--- config.mk ---
export PLATFORM = sky130hd
export DESIGN_NAME = mse_serial_bridge
export DESIGN_NICKNAME = d
export VERILOG_FILES = /design/src/rtl/mse_bridge_pkg.sv /design/src/rtl/mse_shift16.sv /design/src/rtl/mse_serial_bridge.sv
export SDC_FILE = /design/constraint.sdc
export NUM_CORES = 1
export LEC_CHECK = 0
export CORE_MARGIN = 5
export CORE_UTILIZATION = 55
export CTS_BUF_LIST = sky130_fd_sc_hd__clkbuf_2 sky130_fd_sc_hd__clkbuf_4 sky130_fd_sc_hd__clkbuf_8
export CTS_CLUSTER_SIZE = 10
export DETAILED_ROUTE_END_ITERATION = 10
export PLACE_DENSITY_LB_ADDON = 0.05
export SYNTH_ARGS = -nofsm -noshare
export SYNTH_HDL_FRONTEND = slang
export SYNTH_SLANG_ARGS = --single-unit
--- constraint.sdc ---
create_clock -name csi_MCLK_clk -period 5.06 [get_ports csi_MCLK_clk]
set_input_delay 1.012 -clock csi_MCLK_clk [delete_from_list [all_inputs] [get_ports csi_MCLK_clk]]
set_output_delay 1.012 -clock csi_MCLK_clk [all_outputs]
set_load 0.05 [all_outputs]
--- src/rtl/mse_bridge_pkg.sv ---
// mse_bridge_pkg: shared types and frame geometry for the MSE serial bridge.
// Optional feature macro: MSE_BRIDGE_PARITY_EN appends one odd-parity bit to
// every frame, which lengthens both frame types by one bit.
package mse_bridge_pkg;

  localparam int ADDR_W = 8;
  localparam int DATA_W = 16;

  // Wide enough for the longest frame (26 bits) and the read/shift counts.
  localparam int CNT_W = 5;

`ifdef MSE_BRIDGE_PARITY_EN
  localparam int PAR_BITS = 1;
`else
  localparam int PAR_BITS = 0;
`endif

  // Frame lengths in clocks: R/nW bit, address, write data, optional parity.
  localparam int WR_BITS = 1 + ADDR_W + DATA_W + PAR_BITS;
  localparam int RD_BITS = 1 + ADDR_W + PAR_BITS;

  typedef enum logic [2:0] {
    IDLE,
    HDR,
    WDATA,
    WR,
    RD,
    SHIFT
  } state_e;

endpackage

--- src/rtl/mse_shift16.sv ---
// mse_shift16: 16-bit MSB-first shift register with parallel load.
// Load has priority over shift; serial output is always the top bit.
module mse_shift16 (
  input  logic        clk,
  input  logic        rst,
  input  logic        load,
  input  logic        en,
  input  logic        sin,
  input  logic [15:0] pin,
  output logic [15:0] pout,
  output logic        sout
);

  logic [15:0] sr_q;
  logic [15:0] sr_d;

  // Next value: parallel load, else shift left taking sin into bit 0.
  always_comb begin
    sr_d = sr_q;
    if (load) begin
      sr_d = pin;
    end else if (en) begin
      sr_d = {sr_q[14:0], sin};
    end
  end

  // Register with synchronous clear.
  always_ff @(posedge clk) begin
    if (rst) begin
      sr_q <= '0;
    end else begin
      sr_q <= sr_d;
    end
  end

  assign pout = sr_q;
  assign sout = sr_q[15];

endmodule

--- src/rtl/mse_serial_bridge.sv ---
// mse_serial_bridge: serial frame decoder driving one MSE parallel slot.
// Write frame: R/nW=0, 8 address bits, 16 data bits -> one-clock wr.
// Read frame: R/nW=1, 8 address bits -> rd for RD_WAIT clocks, then 16
// rdata bits returned MSB first on mse_sdo while mse_srdy is high.
// Optional feature macro: MSE_BRIDGE_PARITY_EN (trailing odd-parity bit).
module mse_serial_bridge
  import mse_bridge_pkg::*;
#(
  parameter int RD_WAIT  = 2,
  parameter int IDLE_GAP = 1
) (
  input  logic              csi_MCLK_clk,
  input  logic              rsi_MRST_reset,
  input  logic              mse_sdi,
  input  logic              mse_sle,
  output logic              mse_sdo,
  output logic              mse_srdy,
  output logic [ADDR_W-1:0] address,
  output logic [DATA_W-1:0] wdata,
  input  logic [DATA_W-1:0] rdata,
  output logic              wr,
  output logic              rd,
  output logic              frame_err
);

  localparam int GAP_W = $clog2(IDLE_GAP + 2);

  localparam logic [CNT_W-1:0] ADDR_LAST  = CNT_W'(ADDR_W);
  localparam logic [CNT_W-1:0] DATA_LAST  = CNT_W'(ADDR_W + DATA_W);
  localparam logic [CNT_W-1:0] RD_LAST    = CNT_W'(RD_BITS - 1);
  localparam logic [CNT_W-1:0] WR_LAST    = CNT_W'(WR_BITS - 1);
  localparam logic [CNT_W-1:0] WAIT_LAST  = CNT_W'(RD_WAIT - 1);
  localparam logic [CNT_W-1:0] SHIFT_LAST = CNT_W'(DATA_W - 1);
  localparam logic [GAP_W-1:0] GAP_MIN    = GAP_W'(IDLE_GAP);

  state_e             state_q, state_d;
  logic [CNT_W-1:0]   cnt_q, cnt_d;
  logic               rnw_q, rnw_d;
  logic               abort_q, abort_d;
  logic               ferr_q, ferr_d;
  logic [ADDR_W-1:0]  addr_q, addr_d;
  logic [GAP_W-1:0]   gap_q, gap_d;

  logic               gap_ok;
  logic               par_ok;
  logic               rx_en;
  logic               tx_load;
  logic               tx_en;
  logic [DATA_W-1:0]  rx_pout;
  logic               rx_sout;
  logic [DATA_W-1:0]  tx_pout;
  logic               tx_sout;
  logic               unused_shift;

  // Receive path holds the write data; only shifted while in WDATA.
  mse_shift16 u_rx (
    .clk  (csi_MCLK_clk),
    .rst  (rsi_MRST_reset),
    .load (1'b0),
    .en   (rx_en),
    .sin  (mse_sdi),
    .pin  ('0),
    .pout (rx_pout),
    .sout (rx_sout)
  );

  // Transmit path captures rdata and streams it out MSB first.
  mse_shift16 u_tx (
    .clk  (csi_MCLK_clk),
    .rst  (rsi_MRST_reset),
    .load (tx_load),
    .en   (tx_en),
    .sin  (1'b0),
    .pin  (rdata),
    .pout (tx_pout),
    .sout (tx_sout)
  );

  assign unused_shift = ^{rx_sout, tx_pout};

  // Count consecutive low clocks of mse_sle, saturating at IDLE_GAP.
  always_comb begin
    gap_d = gap_q;
    if (mse_sle) begin
      gap_d = '0;
    end else if (gap_q < GAP_MIN) begin
      gap_d = gap_q + 1'b1;
    end
  end

  assign gap_ok = (gap_q >= GAP_MIN);

`ifdef MSE_BRIDGE_PARITY_EN
  logic par_q, par_d;

  // Running XOR of every frame bit; restarts on the first bit in IDLE.
  always_comb begin
    par_d = par_q;
    if (state_q == IDLE) begin
      par_d = mse_sdi;
    end else if (state_q == HDR || state_q == WDATA) begin
      par_d = par_q ^ mse_sdi;
    end
  end

  // Parity accumulator register.
  always_ff @(posedge csi_MCLK_clk) begin
    if (rsi_MRST_reset) begin
      par_q <= 1'b0;
    end else begin
      par_q <= par_d;
    end
  end

  // Odd parity: XOR over all bits including the parity bit must be 1.
  assign par_ok = par_q ^ mse_sdi;
`else
  assign par_ok = 1'b1;
`endif

  // Frame sequencing: next state, counters, address shift and strobes.
  always_comb begin
    state_d = state_q;
    cnt_d   = cnt_q;
    rnw_d   = rnw_q;
    abort_d = abort_q;
    addr_d  = addr_q;
    ferr_d  = 1'b0;
    rx_en   = 1'b0;
    tx_load = 1'b0;
    tx_en   = 1'b0;

    unique case (state_q)
      IDLE: begin
        if (mse_sle && gap_ok) begin
          rnw_d   = mse_sdi;
          cnt_d   = CNT_W'(1);
          state_d = HDR;
        end
      end

      HDR: begin
        if (!mse_sle) begin
          ferr_d  = 1'b1;
          state_d = IDLE;
        end else begin
          if (cnt_q <= ADDR_LAST) begin
            addr_d = {addr_q[ADDR_W-2:0], mse_sdi};
          end
          cnt_d = cnt_q + 1'b1;
          // A read's parity bit (when present) is taken here, after the address.
          if (rnw_q && cnt_q == RD_LAST) begin
            if (par_ok) begin
              cnt_d   = '0;
              abort_d = 1'b0;
              state_d = RD;
            end else begin
              ferr_d  = 1'b1;
              state_d = IDLE;
            end
          end else if (!rnw_q && cnt_q == ADDR_LAST) begin
            state_d = WDATA;
          end
        end
      end

      WDATA: begin
        if (!mse_sle) begin
          ferr_d  = 1'b1;
          state_d = IDLE;
        end else begin
          rx_en = (cnt_q <= DATA_LAST);
          cnt_d = cnt_q + 1'b1;
          if (cnt_q == WR_LAST) begin
            if (par_ok) begin
              state_d = WR;
            end else begin
              ferr_d  = 1'b1;
              state_d = IDLE;
            end
          end
        end
      end

      WR: begin
        state_d = IDLE;
      end

      // An early mse_sle fall still lets rd run its full length; the error
      // is flagged once and the serial return is skipped.
      RD: begin
        if (!mse_sle && !abort_q) begin
          ferr_d  = 1'b1;
          abort_d = 1'b1;
        end
        cnt_d = cnt_q + 1'b1;
        if (cnt_q == WAIT_LAST) begin
          tx_load = 1'b1;
          cnt_d   = '0;
          state_d = (abort_q || !mse_sle) ? IDLE : SHIFT;
        end
      end

      SHIFT: begin
        if (!mse_sle) begin
          ferr_d  = 1'b1;
          state_d = IDLE;
        end else begin
          tx_en = 1'b1;
          cnt_d = cnt_q + 1'b1;
          if (cnt_q == SHIFT_LAST) begin
            state_d = IDLE;
          end
        end
      end

      default: begin
        state_d = IDLE;
      end
    endcase
  end

  // State and control registers with synchronous reset.
  always_ff @(posedge csi_MCLK_clk) begin
    if (rsi_MRST_reset) begin
      state_q <= IDLE;
      cnt_q   <= '0;
      rnw_q   <= 1'b0;
      abort_q <= 1'b0;
      ferr_q  <= 1'b0;
      addr_q  <= '0;
      gap_q   <= '0;
    end else begin
      state_q <= state_d;
      cnt_q   <= cnt_d;
      rnw_q   <= rnw_d;
      abort_q <= abort_d;
      ferr_q  <= ferr_d;
      addr_q  <= addr_d;
      gap_q   <= gap_d;
    end
  end

  assign wr        = (state_q == WR);
  assign rd        = (state_q == RD);
  assign mse_srdy  = (state_q == SHIFT);
  assign mse_sdo   = mse_srdy & tx_sout;
  assign address   = addr_q;
  assign wdata     = rx_pout;
  assign frame_err = ferr_q;

endmodule

# Word level (Yosys, flattened, before mapping)
# Index checks and enable logic that the tools add are counted.
# classes
n_addsub	2
magnitude_cmp	4
eq_ne	18
muxes	32
n_bitwise	1
n_reduce_logical	20
# ops
op	n
16-bit two-way mux	2
3-bit two-way mux	10
5-bit two-way mux	5
5-bit one-hot mux with 4 select lines	1
3-bit one-hot mux with 5 select lines	1
1-bit two-way mux	11
5-bit by 4-bit equality test with 1-bit output (second input constant)	2
4-bit AND reduction	2
3-bit by 2-bit equality test with 1-bit output (second input constant)	2
3-bit equality test (second input constant)	2
2-bit by 1-bit != test with 1-bit output (second input constant)	3
2-bit != test (second input constant)	3
5-bit by 1-bit adder with 5-bit output (second input constant)	1
5-bit by 1-bit equality test with 1-bit output (second input constant)	1
5-bit equality test (second input constant)	1
5-bit by 4-bit <= comparator with 1-bit output (second input constant)	1
5-bit <= comparator (second input constant)	1
5-bit AND reduction	1
1-bit logical AND	4
4-bit != test (second input constant)	1
1-bit one-hot mux with 2 select lines	2
2-bit nonzero test	2
4-bit nonzero test	1
2-bit OR reduction	2
13 further kinds	15
# word_totals
register_bits	53
input_bits	20
output_inout_bits	29
word_cells	86

# Longest topological paths before layout
# Gate-level depths: netlist of the first run.
# logic_depth
depth_word	6
depth_mapped	10

# By module
# A second synthesis of the first run with hierarchy kept.
# unflattened
hier_cells	295
area_unflattened_um2	2934.1
# modules_own_cells
module	n_inst	cells_per_inst	area_per_inst_um2	seq_area_each_um2
mse_shift16	2	72	813.3	320.3
mse_serial_bridge	1	151	1307.5	420.4

# Worst setup path after synthesis of the first run
# Ideal clock, no wire load.
# synth_path
kind	register to output
startpoint	reg state_q[0]
endpoint	out wr
arrival_ps	1796
required_time_ps	4048
slack_ps	2252
stages_incl_launch_ff	4
path_cell_list	dfxtp_1 -> buf_2 -> buf_2 -> nor3b_1
# synth_between
elab_chain_cells	1
# synth_lines
element	line	source
start, declared	mse_serial_bridge.sv:36	state_e state_q, state_d;
start signal, assigned	mse_serial_bridge.sv:234	state_q <= state_d;
3-bit by 2-bit equality test with 1-bit output	mse_serial_bridge.sv:244	assign wr = (state_q == WR);
end, declared	mse_serial_bridge.sv:21	output logic wr,
# Every way passes these cells.

# Final worst setup path of the first run
# layout_path
startpoint	reg state_q[0]
endpoint	out mse_sdo
# layout_between
elab_chain_cells	2
# layout_lines
element	line	source
3-bit equality test	mse_serial_bridge.sv:246	assign mse_srdy = (state_q == SHIFT);
1-bit bitwise AND	mse_serial_bridge.sv:247	assign mse_sdo = mse_srdy & tx_sout;
end, declared	mse_serial_bridge.sv:16	output logic mse_sdo,
# Every way passes these cells.

==> impl_metrics.yaml, run 1 <==
timing:
  period_minus_slack_ns: 3.15
  drv_slew: 0
  fin_skew_ns: 0.00341
  hold_ws_ns: 0.457
  finalSetupViolCount: 0
  final.setup.worst_slack_ns: 1.91
  rsz0062_at_grt: "false"
  layout_worst_path_cycle_share: 0.623
  relSlewSlack: 0.375
  worstMarginPinSlew_ns: 0.937
  hold_viol: 0
  tns_ns: 0
  fmax_mhz: 317
drt:
  drc_errors: 0
  drt_iter0_markers: 87
  finalWirelength_mm: 4.74
  drt.antenna.violating_nets: 0
  viasPerCell: 5.50
  firstDrtPassIters: 4
  vias: 1947
  wire_per_inst_um: 13.4
place:
  port_buffers: 48
  pre_cts_ws_ns: 1.95
  finalWeightedCongestion: 0.844
  placed_cell_area_sq_um: 2870
  placed_cells: 346
  place_hpwl_mm: 3.29
synth:
  synth.mux.area_fraction: 0.120
  syn_area_sq_um: 2430
  synth-edff-count: 0
  synth_xor_area_frac: 0.0108
  synth.distinct_cells: 46
  avgSynthCellArea_sq_um: 9.24
  yosysWarnings: 0
  synth-simple-area-share: 0.198
  ys_seq_elements: 53
  async_flop_share: 0
  yosysSeqAreaShare: 0.436
  syn_inst: 263
  synth_fp_nets: 289
  synth_top_family_by_area: "simple AND/OR/NAND/NOR gates"
  synth_compound_area_frac: 0.147
  synthFlopType: "dfxtp_1"
  synth_adder_area_share: 0.0309
die:
  ios: 49
  die_h_um: 76.5
  fp.dieW_um: 76.5
  std_cell_rows: 24
  core_area_sq_um: 4320
  initial_utilization: 0.562
  dieArea_sq_um: 5850
global_route:
  grt_max_degree: 54
  antenna_found_initial: 0
  first_global_vias: 1790
  grt_first_pass_wirelength_mm: 8.02
  grt_usage: 0.159
  grt.overflow.total: 0
setup_path:
  cp.arrival_ns: 2.14
  startpoint_type: "register"
  crit_family: "buffers and inverters"
  cp_slowest_stage_delay_ns: 0.79
  crit_fanout: 17
  setup.worst_path.end: "mse_sdo"
  startpoint: "state_q[0]"
  rr_endpoint: "u_tx.pout[6]"
  path_class: "reg2out"
  r2r_start: "state_q[0]"
  cp.required_ns: 4.05
  path_cells: "and3b_1, and2_1, clkdlybuf4s50_1"
  slowest_stage: "clkdlybuf4s50_1"
  crit_path_end_kind: "primary output"
  worst_r2r_path_depth: 7
  r2r_setup_slack_ns: 2.76
  crit_cells: 3
  path_buf_inv: 1
cts:
  root_buffer: "clkbuf_8"
  holdBufCountCts: 0
  cts_resized: 0
  clock_path_buffers: 2
  clkTransAtPathRegs_ns: 0.08
  clock_sinks: 53
  numCtsBuffers: 5
  cts_setup_buffers: 0
  clock_latency_ns: 0.29
  tritoncts: "done"
  htreeDepth: 2
power_and_ir_drop:
  p_per_area_nw_per_um2: 272
  design_power_total_mw: 0.807
  leakage_nw: 0.997
  vdd_ir_drop_max_uv: 150
layout:
  design_area_sq_um: 2970
  antenna_cells: 0
  multi_input_area_sq_um: 1230
  drive_gt1_frac: 0.0695
  final_cells: 354
  regArea_sq_um: 1060
  areaGrowthSynthToFinish_pct: 22.0
  final_util: 0.686
  filler_cell_count: 367
  finalNetCount: 327
job:
  maxCapViolCount: 0
hold_path:
  hp-class: "reg2reg"
  hold_depth: 2
outcome:
  outcome: "finished, final reports clean"
[area by class of cell]
cell class / count / area share
inverter: 9 / 0.0114
multi-input combinational: 183 / 0.415
sequential: 53 / 0.358
timing repair buffer: 49 / 0.163
tap: 52 / 0.0219
clock buffer: 8 / 0.0308
[power by group]
group | leakage (nW) | internal (mW) | switching (mW)
Combinational | 0.520 | 0.0580 | 0.0703
Clock | 0.0498 | 0.115 | 0.123
Sequential | 0.427 | 0.425 | 0.0159
Total | 0.997 | 0.598 | 0.209
[worst min-delay path, cell delays in order, from the launching register on]
cell and delay, ns:
dfxtp_1 0.32, nand2_1 0.05, a21oi_1 0.05
[state kept, by name, indices dropped and copies added, names as in the netlist]
register	count
u_rx.pout	16
u_tx.pout	16
address	8
cnt_q	5
state_q	3
gap_q	2
abort_q	1
frame_err	1
rnw_q	1
[Yosys cell counts, types with 2 or more instances]
cell      number  area share
dfxtp_1       53        0.44
nor2_1        34       0.052
mux2i_1       28        0.12
a21oi_1       24       0.049
nand2_1       23       0.036
a22oi_1       14       0.043
inv_1          9       0.014
buf_2          6       0.012
clkbuf_1       6      0.0093
ha_1           6       0.031
nand3_1        5       0.010
buf_4          4       0.012
nor3b_1        4       0.012
nand2b_1       3      0.0077
nand3b_1       3      0.0093
nor3_1         3      0.0062
a211oi_1       2      0.0062
a31oi_1        2      0.0051
and2_1         2      0.0051
and3b_1        2      0.0072
buf_6          2      0.0093
nor2_2         2      0.0051
or3_1          2      0.0051
xnor2_1        2      0.0072
[per-layer routing]
| layer | wire length (um) | share of wire | up-vias | GRT usage |
|---|---|---|---|---|
| met2 | 2160 | 0.46 | 44 | 0.239 |
| met5 | 0 | 0 | - | 0 |
| met4 | 41 | 0.0087 | 0 | 0.0437 |
| met1 | 2320 | 0.49 | 906 | 0.226 |
| li1 | - | - | 993 | - |
| met3 | 210 | 0.044 | 4 | 0.0390 |
[kinds of logic after synthesis]
logic type,Yosys count
compound gates,52
mux,29
flops,53
fa+ha+maj,6
simple gates,93
xor+xnor,3
buf+inv,27
[worst min-delay path by stage]
| stage | start | endpoint | slack, ns |
|---|---|---|---|
| CTS | u_tx.pout[10] | u_tx.pout[10] | 0.46 |
| global route | u_tx.pout[1] | u_tx.pout[1] | 0.48 |
| floorplan | u_tx.pout[15] | u_tx.pout[15] | 0.43 |
| finish | u_tx.pout[11] | u_tx.pout[11] | 0.46 |
| detailed placement | u_tx.pout[4] | u_tx.pout[4] | 0.45 |
| global placement | u_tx.pout[12] | u_tx.pout[12] | 0.44 |
[layout by cell type (no fill, tap or decap), types with 3 or more instances in the layout]
cell and n:
mux2i_1 28, nand2b_1 3, nor2_1 34, nor3_1 3, nor3b_1 4, a22oi_1 14
ha_1 6, clkbuf_8 5, nand3_1 5, dfxtp_1 53, nand2_1 23, clkbuf_4 3
a21oi_1 24, nand3b_1 3, inv_1 9, clkdlybuf4s50_1 47
(Power assumes the default switching activity.)
==> run 2, diff against run 1 <==
--- a/config.mk
+++ b/config.mk
@@ -6,7 +6,7 @@
 export NUM_CORES = 1
 export LEC_CHECK = 0
 export CORE_MARGIN = 5
-export CORE_UTILIZATION = 55
+export CORE_UTILIZATION = 53
 export CTS_BUF_LIST = sky130_fd_sc_hd__clkbuf_2 sky130_fd_sc_hd__clkbuf_4 sky130_fd_sc_hd__clkbuf_8
 export CTS_CLUSTER_SIZE = 10
 export DETAILED_ROUTE_END_ITERATION = 10
==> constraint.sdc (replaced) <==
create_clock -name csi_MCLK_clk -period 3.1 [get_ports csi_MCLK_clk]
set_input_delay 0.62 -clock csi_MCLK_clk [delete_from_list [all_inputs] [get_ports csi_MCLK_clk]]
set_output_delay 0.62 -clock csi_MCLK_clk [all_outputs]
set_load 0.05 [all_outputs]
==> run 2 against run 1 <==
- combinational power grew 63%
- first-iteration DRC count is 15% lower
- final cell count increased by 0.28%
- largest cell class unchanged
- register-to-register slack got worse by 2.0 ns
- via count rose by 0.31%
- die area increased by 3.3%
- critical path type unchanged
- count of clock-buffer cells in the layout down 2
- highest routed layer unchanged
==> impl_metrics.yaml, run 2 (synthesized netlist as in run 1, its figures left out) <==
place:
  place_hpwl_mm: 3.40
  port_buffers: 48
  placed_cells: 347
  finalWeightedCongestion: 0.862
timing:
  fmax_mhz: 359
  rsz0062_at_grt: "false"
  tns_ns: 0
  worstMarginPinSlew_ns: 0.941
  period_minus_slack_ns: 2.78
  hold_ws_ns: 0.459
  drv_slew: 0
  fin_skew_ns: 0.00817
  relSlewSlack: 0.373
  layout_worst_path_cycle_share: 0.898
  hold_viol: 0
  finalSetupViolCount: 0
drt:
  vias: 1953
  viasPerCell: 5.50
  drc_errors: 0
  drt_iter0_markers: 74
  finalWirelength_mm: 5.00
  firstDrtPassIters: 4
  drt.antenna.violating_nets: 0
  wire_per_inst_um: 14.1
cts:
  clock_latency_ns: 0.31
  clkTransAtPathRegs_ns: 0.09
  holdBufCountCts: 0
  htreeDepth: 2
  clock_sinks: 53
  clock_path_buffers: 2
  cts_setup_buffers: 0
  numCtsBuffers: 5
  cts_resized: 0
  tritoncts: "done"
  root_buffer: "clkbuf_8"
global_route:
  antenna_found_initial: 0
  grt_max_degree: 54
  grt_first_pass_wirelength_mm: 8.67
  first_global_vias: 1894
  grt_usage: 0.172
  grt.overflow.total: 0
power_and_ir_drop:
  p_per_area_nw_per_um2: 453
  leakage_nw: 1.00
  vdd_ir_drop_max_uv: 279
layout:
  final_cell_mix: "53 x dfxtp_1, 47 x clkdlybuf4s50_1, 34 x nor2_1"
  finalNetCount: 328
  drive_gt1_frac: 0.0726
  final_cells: 355
  mostFrequentLayoutCell: "dfxtp_1"
  filler_cell_count: 371
  areaGrowthSynthToFinish_pct: 22.6
  antenna_cells: 0
die:
  ios: 49
  dieArea_sq_um: 6040
  initial_utilization: 0.551
  core_area_sq_um: 4410
  std_cell_rows: 24
  fp.dieW_um: 77.7
  die_h_um: 77.7
setup_path:
  cp.arrival_ns: 2.16
  startpoint_type: "register"
  cp.required_ns: 2.48
  crit_path_end_kind: "primary output"
  path_class: "reg2out"
  crit_fanout: 17
job:
  maxCapViolCount: 0
outcome:
  outcome: "finished, final reports clean"
hold_path:
  hp-class: "reg2reg"
run 2: power breakdown:
part | internal, mW | leakage (nW) | switching (mW) | total (mW)
Combinational | 0.0949 | 0.526 | 0.115 | 0.209
Sequential | 0.694 | 0.427 | 0.0266 | 0.721
Clock | 0.186 | 0.0518 | 0.234 | 0.420
Total | 0.975 | 1.00 | 0.375 | 1.35
run 2: final timing paths:
path / start / end / slack [ns] / cells after the start
setup / recovery: state_q[0] / mse_sdo / 0.32 / 3
hold / removal: u_tx.pout[1] / u_tx.pout[1] / 0.46 / 2
setup reg to reg: state_q[0] / u_tx.pout[9] / 0.73 / 7
hold reg to reg: u_tx.pout[1] / u_tx.pout[1] / 0.46 / 2
run 2: final cells by class:
| type | instances | area, sq um | area share |
|---|---|---|---|
| inverters | 9 | 33.8 | 0.0113 |
| well taps | 52 | 65.1 | 0.0218 |
| multi-input cells | 183 | 1230 | 0.413 |
| repair buffers | 50 | 490 | 0.164 |
| clock buffers | 6 | 82.6 | 0.0277 |
| flip-flops and latches | 53 | 1060 | 0.356 |
| clock inverters | 2 | 17.5 | 0.00587 |
run 2: worst max-delay path, cell delays in order, from the launching register on:
cell             delay (ns)
dfxtp_1                0.66
and3b_1                0.28
and2_1                 0.13
clkdlybuf4s50_1        0.79
run 2: metrics by stage:
| step | cell area, sq um | utilization | total power, mW | setup WS (ns) |
|---|---|---|---|---|
| after floorplan | 2430 | - | 0.892 | 0.684 |
| after global placement | 2880 | 0.653 | 0.945 | 0.429 |
| after detailed placement | 2880 | 0.653 | 0.946 | 0.369 |
| after CTS | 2980 | 0.675 | 1.36 | 0.302 |
| after global routing | 2980 | 0.675 | 1.42 | 0.193 |
| final | 2980 | 0.675 | 1.35 | 0.317 |
run 2: per-layer routing:
layer,vias up,GRT usage,routed length (um)
li1,995,-,-
met1,910,0.239,2440
met2,44,0.251,2290
met3,4,0.0544,236
met4,0,0.0601,33
met5,-,0,0
==> run 3, diff against run 2 <==
--- a/config.mk
+++ b/config.mk
@@ -11,6 +11,7 @@
 export CTS_CLUSTER_SIZE = 10
 export DETAILED_ROUTE_END_ITERATION = 10
 export PLACE_DENSITY_LB_ADDON = 0.05
+export RECOVER_POWER = 100
 export SYNTH_ARGS = -nofsm -noshare
 export SYNTH_HDL_FRONTEND = slang
 export SYNTH_SLANG_ARGS = --single-unit
==> run 3 against run 2 <==
- the flow now finishes with violations (max-capacitance violations, max-slew violations)
- design area down 0.67%
- register-to-register slack worse by 0.29 ns
- clock power down 1%
- utilization down 0.45 points
- clock skew about the same
- maximum frequency down 2.2%
- routed wire length down 1.5%
- hold slack worse by 0.00090 ns
- global-route usage unchanged
- final cell count unchanged
- critical path type unchanged
- critical endpoint unchanged
- highest routed layer unchanged
==> impl_metrics.yaml, run 3 (synthesized netlist as in run 1, its figures left out) <==
outcome:
  outcome: "finished with violations"
  violations: "max-capacitance violations, max-slew violations"
cts:
  clock_path_buffers: 2
  numCtsBuffers: 5
  clock_latency_ns: 0.31
  holdBufCountCts: 0
  clkTransAtPathRegs_ns: 0.09
  cts_setup_buffers: 0
  tritoncts: "done"
  cts_resized: 0
  clock_sinks: 53
  htreeDepth: 2
  root_buffer: "clkbuf_8"
setup_path:
  startpoint_type: "register"
  startpoint: "state_q[0]"
  path_class: "reg2out"
  crit_path_end_kind: "primary output"
  path_cells: "and3b_1, and2_1, dlygate4sd3_1"
  r2r_start: "state_q[0]"
  cp_slowest_stage_delay_ns: 0.86
  cp.arrival_ns: 2.23
  crit_fanout: 17
  slowest_stage: "dlygate4sd3_1"
  cp.required_ns: 2.48
timing:
  worstMarginPinSlew_ns: 2.26
  layout_worst_path_cycle_share: 0.918
  hold_viol: 0
  fin_skew_ns: 0.00859
  period_minus_slack_ns: 2.85
  relSlewSlack: -0.504
  rsz0062_at_grt: "false"
  fmax_mhz: 351
  drv_slew: 54
  finalSetupViolCount: 0
  tns_ns: 0
die:
  std_cell_rows: 24
  ios: 49
  initial_utilization: 0.551
  fp.dieW_um: 77.7
  dieArea_sq_um: 6040
  core_area_sq_um: 4410
  die_h_um: 77.7
global_route:
  grt_first_pass_wirelength_mm: 8.67
  antenna_found_initial: 0
  grt_max_degree: 54
  grt.overflow.total: 0
  first_global_vias: 1894
  grt_usage: 0.172
place:
  port_buffers: 48
  place_hpwl_mm: 3.40
  finalWeightedCongestion: 0.862
  placed_cell_area_sq_um: 2880
drt:
  wire_per_inst_um: 13.9
  drt.antenna.violating_nets: 0
  viasPerCell: 5.49
  drt_iter0_markers: 88
  finalWirelength_mm: 4.92
  firstDrtPassIters: 4
  vias: 1948
  drc_errors: 0
hold_path:
  hold_start: "u_tx.pout[1]"
  hp-class: "reg2reg"
power_and_ir_drop:
  leakage_nw: 1.11
  p_per_area_nw_per_um2: 452
  vdd_ir_drop_max_uv: 276
  design_power_total_mw: 1.34
layout:
  final_cell_mix: "53 x dfxtp_1, 35 x nor2_1, 30 x dlygate4sd3_1"
  antenna_cells: 0
  mostFrequentLayoutCell: "dfxtp_1"
  design_area_sq_um: 2960
  drive_gt1_frac: 0.0594
  areaGrowthSynthToFinish_pct: 21.8
  finalNetCount: 328
job:
  maxCapViolCount: 1
run 3: changes by cell type in the layout (fill, tap and decap cells not counted):
cell and change:
clkdlybuf4s50_1 -30, clkbuf_1 +1, or3b_4 -1, nand2b_4 -1
nor3_2 +1, nor2_1 +1, nand2b_1 +1, dlygate4sd3_1 +30
buf_2 -1, or3b_1 +1, nor2_2 -1, nor3_4 -1
run 3: worst max-delay path: cells and delay by family, from the launching register on:
kind	cells	cell delay, ns
buffers and inverters	1	0.86
DFF	1	0.66
and+or+nand+nor	2	0.39
run 3: final cells by class:
type                            count  area, sq um
Clock inverter                      2         17.5
Timing Repair Buffer               50          489
Tap cell                           52         65.1
Fill cell                         377         1450
Multi-Input combinational cell    183         1210
Sequential cell                    53         1060
Clock buffer                        6         82.6
Inverter                            9         33.8
run 3: layer usage:
layer / GRT usage / vias to the layer above / part of all wire
met1: 0.239 / 907 / 0.48
met4: 0.0601 / 0 / 0.0039
met3: 0.0544 / 2 / 0.046
li1: - / 992 / -
met5: 0 / - / 0
met2: 0.251 / 47 / 0.47
run 3: final timing paths:
kind | to | slack, ns | cells past startpoint
hold / removal | u_tx.pout[1] | 0.46 | 2
setup reg to reg | u_tx.pout[9] | 0.44 | 7
hold reg to reg | u_tx.pout[1] | 0.46 | 2
setup / recovery | mse_sdo | 0.25 | 3
run 3: power breakdown:
group,switching (mW),internal (mW),total (mW),leakage (nW)
logic,0.113,0.0900,0.203,0.628
clock network,0.230,0.186,0.416,0.0518
registers,0.0267,0.694,0.721,0.427
run 3: per-stage QoR:
step / utilization / instances / worst slack (ns) / hold slack [ns]
floorplan: - / 263 / 0.684 / 0.432
global placement: 0.653 / 347 / 0.429 / 0.442
detailed placement: 0.653 / 347 / 0.369 / 0.446
CTS: 0.675 / 355 / 0.302 / 0.461
global route: 0.671 / 355 / 0.111 / 0.499
finish: 0.671 / 355 / 0.255 / 0.458
